===== config.mk =====
export PLATFORM = sky130hd
export DESIGN_NAME = fetch_stage_flat
export DESIGN_NICKNAME = d
export VERILOG_FILES = /design/src/rtl/fetch_stage_if.sv /design/src/rtl/fetch_stage.sv /design/src/flat_wrapper.sv
export SDC_FILE = /design/constraint.sdc
export NUM_CORES = 1
export LEC_CHECK = 0
export BUFFER_PORTS_ARGS = -buffer_cell sky130_fd_sc_hd__buf_2
export CORE_MARGIN = 3
export CORE_UTILIZATION = 46
export DETAILED_ROUTE_END_ITERATION = 8
export PLACE_DENSITY_LB_ADDON = 0.05
export SLEW_MARGIN = 20
export SYNTH_ARGS = -nofsm -noshare
export SYNTH_HDL_FRONTEND = slang
export SYNTH_SLANG_ARGS = --single-unit

===== constraint.sdc =====
create_clock -name clk -period 1.6 [get_ports clk]
set_input_delay 0.32 -clock clk [delete_from_list [all_inputs] [get_ports clk]]
set_output_delay 0.32 -clock clk [all_outputs]
set_load 0.02 [all_outputs]

===== src/rtl/fetch_stage_if.sv =====
// Fetch-stage bus bundle: decode/execute control in, instruction memory port, IF/ID register out.
// master = fetch stage, slave = surrounding pipeline and instruction memory.
interface fetch_stage_if;
  localparam int unsigned XLEN = 32;

  logic            stall_i;
  logic            redirect_i;
  logic [XLEN-1:0] redirect_pc_i;
  logic [XLEN-1:0] imem_addr_o;
  logic [XLEN-1:0] imem_instr_i;
  logic            if_id_valid_o;
  logic [XLEN-1:0] if_id_pc_o;
  logic [XLEN-1:0] if_id_pc4_o;
  logic [XLEN-1:0] if_id_instr_o;
  logic            misalign_o;
  logic [XLEN-1:0] fetch_count_o;

  modport master (
    input  stall_i,
    input  redirect_i,
    input  redirect_pc_i,
    input  imem_instr_i,
    output imem_addr_o,
    output if_id_valid_o,
    output if_id_pc_o,
    output if_id_pc4_o,
    output if_id_instr_o,
    output misalign_o,
    output fetch_count_o
  );

  modport slave (
    output stall_i,
    output redirect_i,
    output redirect_pc_i,
    output imem_instr_i,
    input  imem_addr_o,
    input  if_id_valid_o,
    input  if_id_pc_o,
    input  if_id_pc4_o,
    input  if_id_instr_o,
    input  misalign_o,
    input  fetch_count_o
  );
endinterface


===== src/rtl/fetch_stage.sv =====
// Instruction-fetch stage: owns the PC, fetches from a combinational instruction memory
// and loads the IF/ID register, with stall hold, redirect bubbles and a saturating fetch count.
module fetch_stage #(
  parameter logic [31:0] RESET_PC  = 32'h0000_0000,
  parameter logic [31:0] NOP_INSTR = 32'h0000_0013
) (
  input  logic          clk,
  input  logic          rst_n,
  fetch_stage_if.master bus
);
  localparam int unsigned XLEN = 32;
  localparam logic [XLEN-1:0] PC_STEP   = XLEN'(4);
  localparam logic [XLEN-1:0] COUNT_MAX = '1;
  localparam logic [XLEN-1:0] RESET_PC_ALIGNED = {RESET_PC[XLEN-1:2], 2'b00};

  typedef enum logic [1:0] {
    MODE_ADVANCE  = 2'd0,
    MODE_STALL    = 2'd1,
    MODE_REDIRECT = 2'd2
  } mode_e;

  typedef struct packed {
    logic            valid;
    logic [XLEN-1:0] pc;
    logic [XLEN-1:0] pc4;
    logic [XLEN-1:0] instr;
  } if_id_t;

  localparam if_id_t IF_ID_RESET = '{valid: 1'b0, pc: '0, pc4: '0, instr: NOP_INSTR};

  mode_e           mode_c;
  logic [XLEN-1:0] pc_q,       pc_d;
  if_id_t          if_id_q,    if_id_d;
  logic            misalign_q, misalign_d;
  logic [XLEN-1:0] count_q,    count_d;

  // Redirect wins over stall; stall wins over advance.
  always_comb begin
    mode_c = MODE_ADVANCE;
    if (bus.redirect_i) begin
      mode_c = MODE_REDIRECT;
    end else if (bus.stall_i) begin
      mode_c = MODE_STALL;
    end
  end

  always_comb begin
    pc_d       = pc_q;
    if_id_d    = if_id_q;
    misalign_d = 1'b0;
    count_d    = count_q;
    unique case (mode_c)
      MODE_REDIRECT: begin
        // Wrong-path word on imem_instr_i is dropped; target is forced aligned and flagged.
        pc_d           = {bus.redirect_pc_i[XLEN-1:2], 2'b00};
        if_id_d.valid  = 1'b0;
        if_id_d.instr  = NOP_INSTR;
        misalign_d     = |bus.redirect_pc_i[1:0];
      end
      MODE_STALL: begin
      end
      MODE_ADVANCE: begin
        if_id_d.valid = 1'b1;
        if_id_d.pc    = pc_q;
        if_id_d.pc4   = pc_q + PC_STEP;
        if_id_d.instr = bus.imem_instr_i;
        pc_d          = pc_q + PC_STEP;
        if (count_q != COUNT_MAX) begin
          count_d = count_q + XLEN'(1);
        end
      end
      default: begin
      end
    endcase
  end

  always_ff @(posedge clk or negedge rst_n) begin
    if (!rst_n) begin
      pc_q       <= RESET_PC_ALIGNED;
      if_id_q    <= IF_ID_RESET;
      misalign_q <= 1'b0;
      count_q    <= '0;
    end else begin
      pc_q       <= pc_d;
      if_id_q    <= if_id_d;
      misalign_q <= misalign_d;
      count_q    <= count_d;
    end
  end

  assign bus.imem_addr_o   = pc_q;
  assign bus.if_id_valid_o = if_id_q.valid;
  assign bus.if_id_pc_o    = if_id_q.pc;
  assign bus.if_id_pc4_o   = if_id_q.pc4;
  assign bus.if_id_instr_o = if_id_q.instr;
  assign bus.misalign_o    = misalign_q;
  assign bus.fetch_count_o = count_q;
endmodule


===== src/flat_wrapper.sv =====
// flat-port wrapper written by rule: the top's interface ports become plain ports
module fetch_stage_flat 
#(
  parameter logic [31:0] RESET_PC  = 32'h0000_0000,
  parameter logic [31:0] NOP_INSTR = 32'h0000_0013
)
  (clk, rst_n, bus_stall_i, bus_redirect_i, bus_redirect_pc_i, bus_imem_instr_i, bus_imem_addr_o, bus_if_id_valid_o, bus_if_id_pc_o, bus_if_id_pc4_o, bus_if_id_instr_o, bus_misalign_o, bus_fetch_count_o);
  fetch_stage_if bus_i ();
  input  logic clk;
  input  logic rst_n;
  input wire logic [$bits(bus_i.stall_i)-1:0] bus_stall_i;
  input wire logic [$bits(bus_i.redirect_i)-1:0] bus_redirect_i;
  input wire logic [$bits(bus_i.redirect_pc_i)-1:0] bus_redirect_pc_i;
  input wire logic [$bits(bus_i.imem_instr_i)-1:0] bus_imem_instr_i;
  output wire logic [$bits(bus_i.imem_addr_o)-1:0] bus_imem_addr_o;
  output wire logic [$bits(bus_i.if_id_valid_o)-1:0] bus_if_id_valid_o;
  output wire logic [$bits(bus_i.if_id_pc_o)-1:0] bus_if_id_pc_o;
  output wire logic [$bits(bus_i.if_id_pc4_o)-1:0] bus_if_id_pc4_o;
  output wire logic [$bits(bus_i.if_id_instr_o)-1:0] bus_if_id_instr_o;
  output wire logic [$bits(bus_i.misalign_o)-1:0] bus_misalign_o;
  output wire logic [$bits(bus_i.fetch_count_o)-1:0] bus_fetch_count_o;
  assign bus_i.stall_i = bus_stall_i;
  assign bus_i.redirect_i = bus_redirect_i;
  assign bus_i.redirect_pc_i = bus_redirect_pc_i;
  assign bus_i.imem_instr_i = bus_imem_instr_i;
  assign bus_imem_addr_o = bus_i.imem_addr_o;
  assign bus_if_id_valid_o = bus_i.if_id_valid_o;
  assign bus_if_id_pc_o = bus_i.if_id_pc_o;
  assign bus_if_id_pc4_o = bus_i.if_id_pc4_o;
  assign bus_if_id_instr_o = bus_i.if_id_instr_o;
  assign bus_misalign_o = bus_i.misalign_o;
  assign bus_fetch_count_o = bus_i.fetch_count_o;
  fetch_stage #(.RESET_PC(RESET_PC), .NOP_INSTR(NOP_INSTR)) u_core (.clk(clk), .rst_n(rst_n), .bus(bus_i));
endmodule

# --- Yosys cells after proc, flatten, opt, wreduce, memory -nomap -nowiden ---
# Cells that the tools add are included.
classes:
  n_addsub: 2
  n_eq_ne: 2
  mux: 6
  reduce_logical: 4
op_table:
  columns: ["operator", "n"]
  rows:
  - ["case mux 32 bit (2 select lines)", 2]
  - ["adder 32 x 1 -> 32 bit (second input constant)", 1]
  - ["adder 32 x 3 -> 32 bit (second input constant)", 1]
  - ["inequality test 32 bit (second input constant)", 1]
  - ["equality test 2 bit (second input constant)", 1]
  - ["zero test 2 bit", 1]
  - ["two-way mux 1 bit", 2]
  - ["two-way mux 2 bit", 1]
  - ["case mux 1 bit (2 select lines)", 1]
  - ["AND reduction 2 bit", 1]
  - ["nonzero test 2 bit", 1]
  - ["OR reduction 2 bit", 1]
totals:
  ff_bits: 162
  in_bits: 68
  output_inout_bits: 162
  word_cells: 21

# --- Longest topological paths before layout ---
# Gate-level depths: netlist of run 1.
depth:
  ltp_word: 4
  ltp_mapped: 8
  mapped_depth_nobuf: 6

# --- Least setup slack after synthesis of run 1 ---
# No wires, ideal clock.
synth_timing:
  kind: "register to register"
  from: "register u_core.pc_q[2], in the netlist u_core.bus.imem_addr_o[2]"
  to: "register u_core.pc_q[28], in the netlist u_core.bus.imem_addr_o[28]"
  setup_time_ns: 0.133
  t_arrival_ns: 1.812
  required_time_ns: 1.467
  path_slack_ns: -0.345
  stages_incl_launch_ff: 7
  n_path_buf: 0
  period_less_slack_ns: 1.945
  path_cell_list: "dfrtp_1 > ha_1 > and4_1 > nand3_1 > nor4_1 > xnor2_1 > o21ai_0"
synth_via:
  elab_chain_len: 2
synth_rtl:
  columns: ["element", "line_no", "source"]
  rows:
  - ["from (decl)", "fetch_stage.sv:32", "logic [XLEN-1:0] pc_q, pc_d;"]
  - ["from (signal assigned)", "fetch_stage.sv:84", "pc_q <= pc_d;"]
  - ["adder 32 x 3 -> 32 bit", "fetch_stage.sv:67", "pc_d = pc_q + PC_STEP;"]
  - ["case mux 32 bit (2 select lines)", "fetch_stage.sv:52", "unique case (mode_c)"]
# No other way between the ends.
# A chain may end at the register's enable or synchronous reset.

# --- Worst setup path in the final report of run 1 ---
layout_timing:
  from: "register u_core.count_q[0], in the netlist u_core.bus.fetch_count_o[0]"
  to: "register u_core.count_q[27], in the netlist u_core.bus.fetch_count_o[27]"
layout_via:
  elab_chain_len: 2
  elab_cells_between_ends: 3
  classes_between: "1 x add/sub; 1 x eq/ne; 1 x reduce/logical"
layout_rtl:
  columns: ["element", "line_no", "source"]
  rows:
  - ["from (decl)", "fetch_stage.sv:35", "logic [XLEN-1:0] count_q, count_d;"]
  - ["from (signal assigned)", "fetch_stage.sv:87", "count_q <= count_d;"]
  - ["branches (longest 2 deep; another with adder 32 x 1 -> 32 bit)", null, null]
# Parallel ways; which one is timed is not known.

==> metrics.txt, run 1 <==
Final ANT Viol Nets=0; via count of the first global-routing pass=slightly below 7k; class of the worst hold path=primary input to register; synth cell count leaders=179 x nand2_1, 153 x dfrtp_1, 58 x o21ai_0; final setup fails=45; Total GRT Usage=0.2476; GRT overflow=0; R2R depth=9; Via density=5.103; Seq cells post-synth=156; initial antenna violation count=0; peak supply drop=0.7793 mV; worst-case clock buffer depth=2; Initial DRC Count=about 350; clock sinks=156; RSZ-0062 raised after global routing=true; I/O pin count=230; Area Growth Syn to Fin=49.46%; dominant cell by count in the synthesized netlist=nand2_1; worst reg2reg path startpoint=u_core.bus.fetch_count_o[0]; Setup WS post-layout=-0.1951 ns; placer congestion estimate=0.8663; first-pass GRT wire length=35,200 µm; max_cap viols=0; most area-hungry cell type in the Yosys netlist=dfrtp_1; Synth area leaders=dfrtp_1 52%, nand2_1 9.1%, xnor2_1 5.1%; Leak=5.540 nW; die height=132.4 µm; Fillers=~1.2k; Clk pin slew, worst setup/hold paths=roughly 0.06 ns; Hold Path Sink=u_core.bus.imem_addr_o[4]; met2 Usage GRT=0.4058; met3 Usage GRT=0.06298; area of the mapped netlist=roughly 7300 µm²; crit start category=register; grt peak-use layer=met2; Power Dens Cells=1066 nW/µm²; endpoints failing hold=0; Port Buffer Count=about 220; Synth async-reset ratio=1.000; DP Worst Slack=-0.2831 ns; R2R Setup Slk=-0.20 ns; Yosys warning count=0; fin nets=1,163; Worst setup EP type=register; WL per Instance=between 15 and 20 µm; critical path required time=1.95 ns; worst skew pair latency=0.43 ns; layout cells sized above 1=0.4693; total CTS buffers=17; vias=6,726; register area=3950 µm²; largest net degree at the start of global routing=61; core area=15,430 µm²; WS Path Type=register to register; fin. max-slew vios=0; DRC Markers=0; met1 GRT Util=0.3218; hold path cells=3; top-area cell type share of the netlist area=0.5213; Tcrit/Tclk final=1.122; Mean Syn Cell Area=9.728 µm²; Tmin final=1.795 ns; worst hold slack=0.09889 ns; Design Area, Final=10,980 µm²; chip width=132.4 µm; failing checks=negative setup slack; Initial Utilization=0.4761; clock root buffer=clkbuf_16; Peak Freq=557.1 MHz; estimated wirelength of the detail-placed design=roughly 15,000 µm; Routed WL=roughly 22,000 µm; Tot Pwr=11.70 mW; Fin Clk Skew=about 0.018 ns; Synth Flop Type=dfrtp_1; Die Area=17,520 µm²; worst-path maximum fanout=7; Post-Synthesis Cells=755; TritonCTS clock tree=done; Pre-Repair DR Iteration Count=4; Yosys cell types=46; status=complete, but fails checks; CP arrival=about 2.1 ns; HP Start=bus_redirect_pc_i[4]; area of the multi-input gates=3731 µm²; num rows=45; post-synthesis sequential area ratio=0.5320; RR Endpoint=u_core.bus.fetch_count_o[27]; Post-Place Cell Area=~9600 µm²; H-tree depth=4; Post-synth EDFFs=0
[power by group]
part           internal (mW)  switching [mW]
registers               4.39           0.322
logic                   1.05            1.58
clock network           2.64            1.72
[final cells by class]
cell class	instances	share of cell area
sequential	156	0.3599
multi-input combinational	546	0.3399
timing repair buffer	367	0.2161
clock buffer	17	0.03876
tap	211	0.02405
clock inverter	15	0.01938
inverter	5	0.001710
antenna	1	0.0002280
[through the flow]
stage / instances / TNS, ns / util
final: 1318 / -3.292 / 0.7115
after global placement: 1249 / -2.858 / 0.6201
after floorplan: 760 / -5.254 / -
after detailed placement: 1249 / -5.381 / 0.6201
after CTS: 1292 / -3.148 / 0.6745
after global routing: 1317 / -7.879 / 0.7114
[cell usage in the layout, fill, tap and decap left out, types with 7 or more instances in the layout]
cell	Yosys	routed
buf_2	20	221
nand2_1	179	173
dfrtp_1	153	119
buf_4	6	113
o21ai_1	1	43
nor2_1	55	43
xor2_1	41	40
xnor2_1	43	39
dfrtp_2	0	34
mux2i_1	31	31
buf_6	0	26
nand4_1	25	25
clkbuf_16	0	17
o21ai_0	58	15
nand3_1	26	11
nand3_2	1	10
nor3_4	0	9
and3_1	9	7
nor4_4	3	7
[what timing repair did]
action                                  CTS  global route
endpoints found under the hold margin    30             0
endpoints found under the setup margin   45            72
gates cloned                              1             1
buffers inserted                         10            24
gates resized for setup                  29           115
pin swaps                                29            72
hold buffers                              1             0
[layer usage]
layer | wire, µm | part of all wire
met3 | 1370 | 0.062
met1 | 9470 | 0.43
met2 | 10850 | 0.49
met5 | 0 | 0
met4 | 428 | 0.019
[registers in the layout (all words and copies together), names as in the netlist]
register	flops
u_core.bus.fetch_count_o	32
u_core.bus.if_id_instr_o	32
u_core.bus.if_id_pc4_o	30
u_core.bus.if_id_pc_o	30
u_core.bus.if_id_valid_o	1
u_core.bus.imem_addr_o	30
u_core.bus.misalign_o	1
[worst max path at each step]
stage | start | to
final | u_core.bus.fetch_count_o[0] | u_core.bus.fetch_count_o[27]
after global routing | u_core.bus.fetch_count_o[0] | u_core.bus.fetch_count_o[27]
after CTS | u_core.bus.fetch_count_o[1] | u_core.bus.fetch_count_o[30]
after detailed placement | u_core.bus.fetch_count_o[1] | u_core.bus.fetch_count_o[30]
after global placement | u_core.bus.fetch_count_o[1] | u_core.bus.fetch_count_o[26]
after floorplan | u_core.bus.imem_addr_o[7] | u_core.bus.imem_addr_o[25]
[logic make-up (layout without fill, tap and decap cells)]
| kind of cell | after synthesis | after routing | share of synthesized area |
|---|---|---|---|
| flops | 156 | 156 | 0.5320 |
| compound gates | 72 | 73 | 0.05468 |
| xor+xnor | 84 | 84 | 0.1002 |
| mux | 32 | 32 | 0.04378 |
| simple gates | 349 | 349 | 0.2288 |
| fa+ha+maj | 2 | 2 | 0.003407 |
| other cells | 1 | 7 | 0.0005106 |
| buf+inv | 59 | 404 | 0.03663 |
[critical path, cell delays in order, from the launching register on]
cell,delay [ns]
dfrtp_2,0.43
ha_4,0.17
nand4_1,0.10
buf_6,0.13
nor3_4,0.03
buf_6,0.14
and2_4,0.15
buf_6,0.13
nor4b_4,0.26
xor2_1,0.18
Note: power is estimated with default switching activity, not from simulation.
==> inputs of run 2 (changes only) <==
Settings changed: REMOVE_ABC_BUFFERS set to 1.
==> metrics.txt, run 2 (synthesis results as in run 1) <==
WS Path Type=register to register (unchanged); worst-path maximum fanout=7 (unchanged); Power Dens Cells=1039 nW/µm² (was 1066 nW/µm²); endpoints failing hold=0 (unchanged); vias=6,765 (was 6,726); Via density=5.102 (was 5.103); Area Growth Syn to Fin=49.32% (was 49.46%); Setup TNS Final=-2.579 ns (was -3.292 ns); Initial Utilization=0.4761 (unchanged); Peak Freq=569.1 MHz (was 557.1 MHz); CP arrival=2.09 ns (was 2.14 ns); Design Area, Final=10,970 µm² (was 10,980 µm²); H-tree depth=4 (unchanged); max_cap viols=0 (unchanged); Die Area=17,520 µm² (unchanged); clock sinks=156 (unchanged); DRC Markers=0 (unchanged); GRT overflow=0 (unchanged); Final ANT Viol Nets=0 (unchanged); class of the worst hold path=primary input to register (unchanged); clock root buffer=clkbuf_16 (unchanged); Clk pin slew, worst setup/hold paths=0.06 ns (about the same); critical path required time=1.93 ns (was 1.95 ns); estimated wirelength of the detail-placed design=15,080 µm (was 15,480 µm); first-pass GRT wire length=34,520 µm (was 35,200 µm); Routed WL=22,330 µm (was 22,120 µm); Post-Place Cell Area=9445 µm² (was 9567 µm²); core area=15,430 µm² (unchanged); Setup WS post-layout=-0.1571 ns (was -0.1951 ns); Pre-Repair DR Iteration Count=4 (unchanged); layout cells sized above 1=0.4413 (was 0.4693); TritonCTS clock tree=done (unchanged); Finished Layout Cells=1,326 (was 1,318); Total GRT Usage=0.2427 (was 0.2476); worst-case clock buffer depth=2 (unchanged); DP Worst Slack=-0.2650 ns (was -0.2831 ns); commonest non-fill, non-tap cell in the layout=buf_2 (unchanged); Leak=5.559 nW (was 5.540 nW); Worst setup EP type=register (unchanged); num rows=45 (unchanged); Placed Cells=1,258 (was 1,249); commonest non-fill, non-tap cells in the layout=218 x buf_2, 172 x nand2_1, 153 x dfrtp_1 (was 221 x buf_2, 173 x nand2_1, 119 x dfrtp_1); peak supply drop=0.9796 mV (was 0.7793 mV); via count of the first global-routing pass=6,741 (was 6,834); failing checks=negative setup slack (unchanged); fin. max-slew vios=0 (unchanged); RSZ-0062 raised after global routing=true (unchanged); largest net degree at the start of global routing=95 (was 61); total CTS buffers=17 (unchanged); worst hold slack=0.1159 ns (was 0.09889 ns); fin nets=1,172 (was 1,163); diodes inserted=0 (was 1); crit start category=register (unchanged); placer congestion estimate=0.8780 (was 0.8663); Tcrit/Tclk final=1.098 (was 1.122); Fin Clk Skew=0.01095 ns (was 0.01800 ns); status=complete, but fails checks (unchanged); chip width=132.4 µm (unchanged); Port Buffer Count=223 (unchanged); final setup fails=45 (unchanged); Tmin final=1.757 ns (was 1.795 ns); worst skew pair latency=0.41 ns (was 0.43 ns); initial antenna violation count=0 (unchanged); I/O pin count=230 (unchanged); WL per Instance=16.84 µm (was 16.78 µm); die height=132.4 µm (unchanged); Initial DRC Count=366 (was 354)
-- run 2: power breakdown --
| group | internal, mW | switching, mW | total, mW |
|---|---|---|---|
| combinational | 1.11 | 1.63 | 2.74 |
| clock | 2.42 | 1.59 | 4.01 |
| sequential | 4.37 | 0.271 | 4.64 |
| total | 7.90 | 3.49 | 11.4 |
-- run 2: per-stage QoR --
stage               total power, mW    util
floorplan                     5.880       -
global placement              7.033  0.6122
detailed placement            7.103  0.6122
CTS                           11.21  0.6752
global route                  11.91  0.7109
finish                        11.39  0.7109
-- run 2: final timing paths --
path	startpoint	to	slack [ns]	cells past startpoint
min in group asynchronous	rst_n	u_core.bus.if_id_pc_o[13]	0.39	2
max in group asynchronous	rst_n	u_core.bus.imem_addr_o[3]	0.62	3
worst max register to register	u_core.bus.fetch_count_o[0]	u_core.bus.fetch_count_o[30]	-0.16	7
worst min register to register	u_core.bus.if_id_pc_o[7]	u_core.bus.if_id_pc_o[7]	0.47	2
worst max-delay path	u_core.bus.fetch_count_o[0]	u_core.bus.fetch_count_o[30]	-0.16	7
worst min-delay path	bus_redirect_pc_i[0]	u_core.bus.misalign_o	0.12	2
-- run 2: critical path, stage by stage (launching register included) --
cell,delay (ns)
dfrtp_1,0.35
ha_2,0.19
nand4_1,0.13
nor3_2,0.20
buf_6,0.15
nand4_1,0.19
nor3_2,0.26
xor2_1,0.18
-- run 2: layout make-up --
type                            count  area, µm²
Fill cell                        1204       4461
Sequential cell                   156       3908
Multi-Input combinational cell    546       3710
Timing Repair Buffer              376       2479
Clock buffer                       22      474.2
Tap cell                          211      264.0
Clock inverter                     10      113.9
Inverter                            5      18.77
-- run 2: timing repair --
item	4_1_cts	5_1_grt
endpoints found under the setup margin	61	76
hold endpoints to repair	31	0
buffers inserted	13	19
pin swaps	33	60
gates resized for setup	66	114
hold buffers	1	0
cloned	2	1
-- run 2: routing by layer --
layer	routed length (µm)	track usage
met5	0	0
met4	342	0.06755
met2	11170	0.4107
met3	1619	0.07328
met1	9193	0.3035
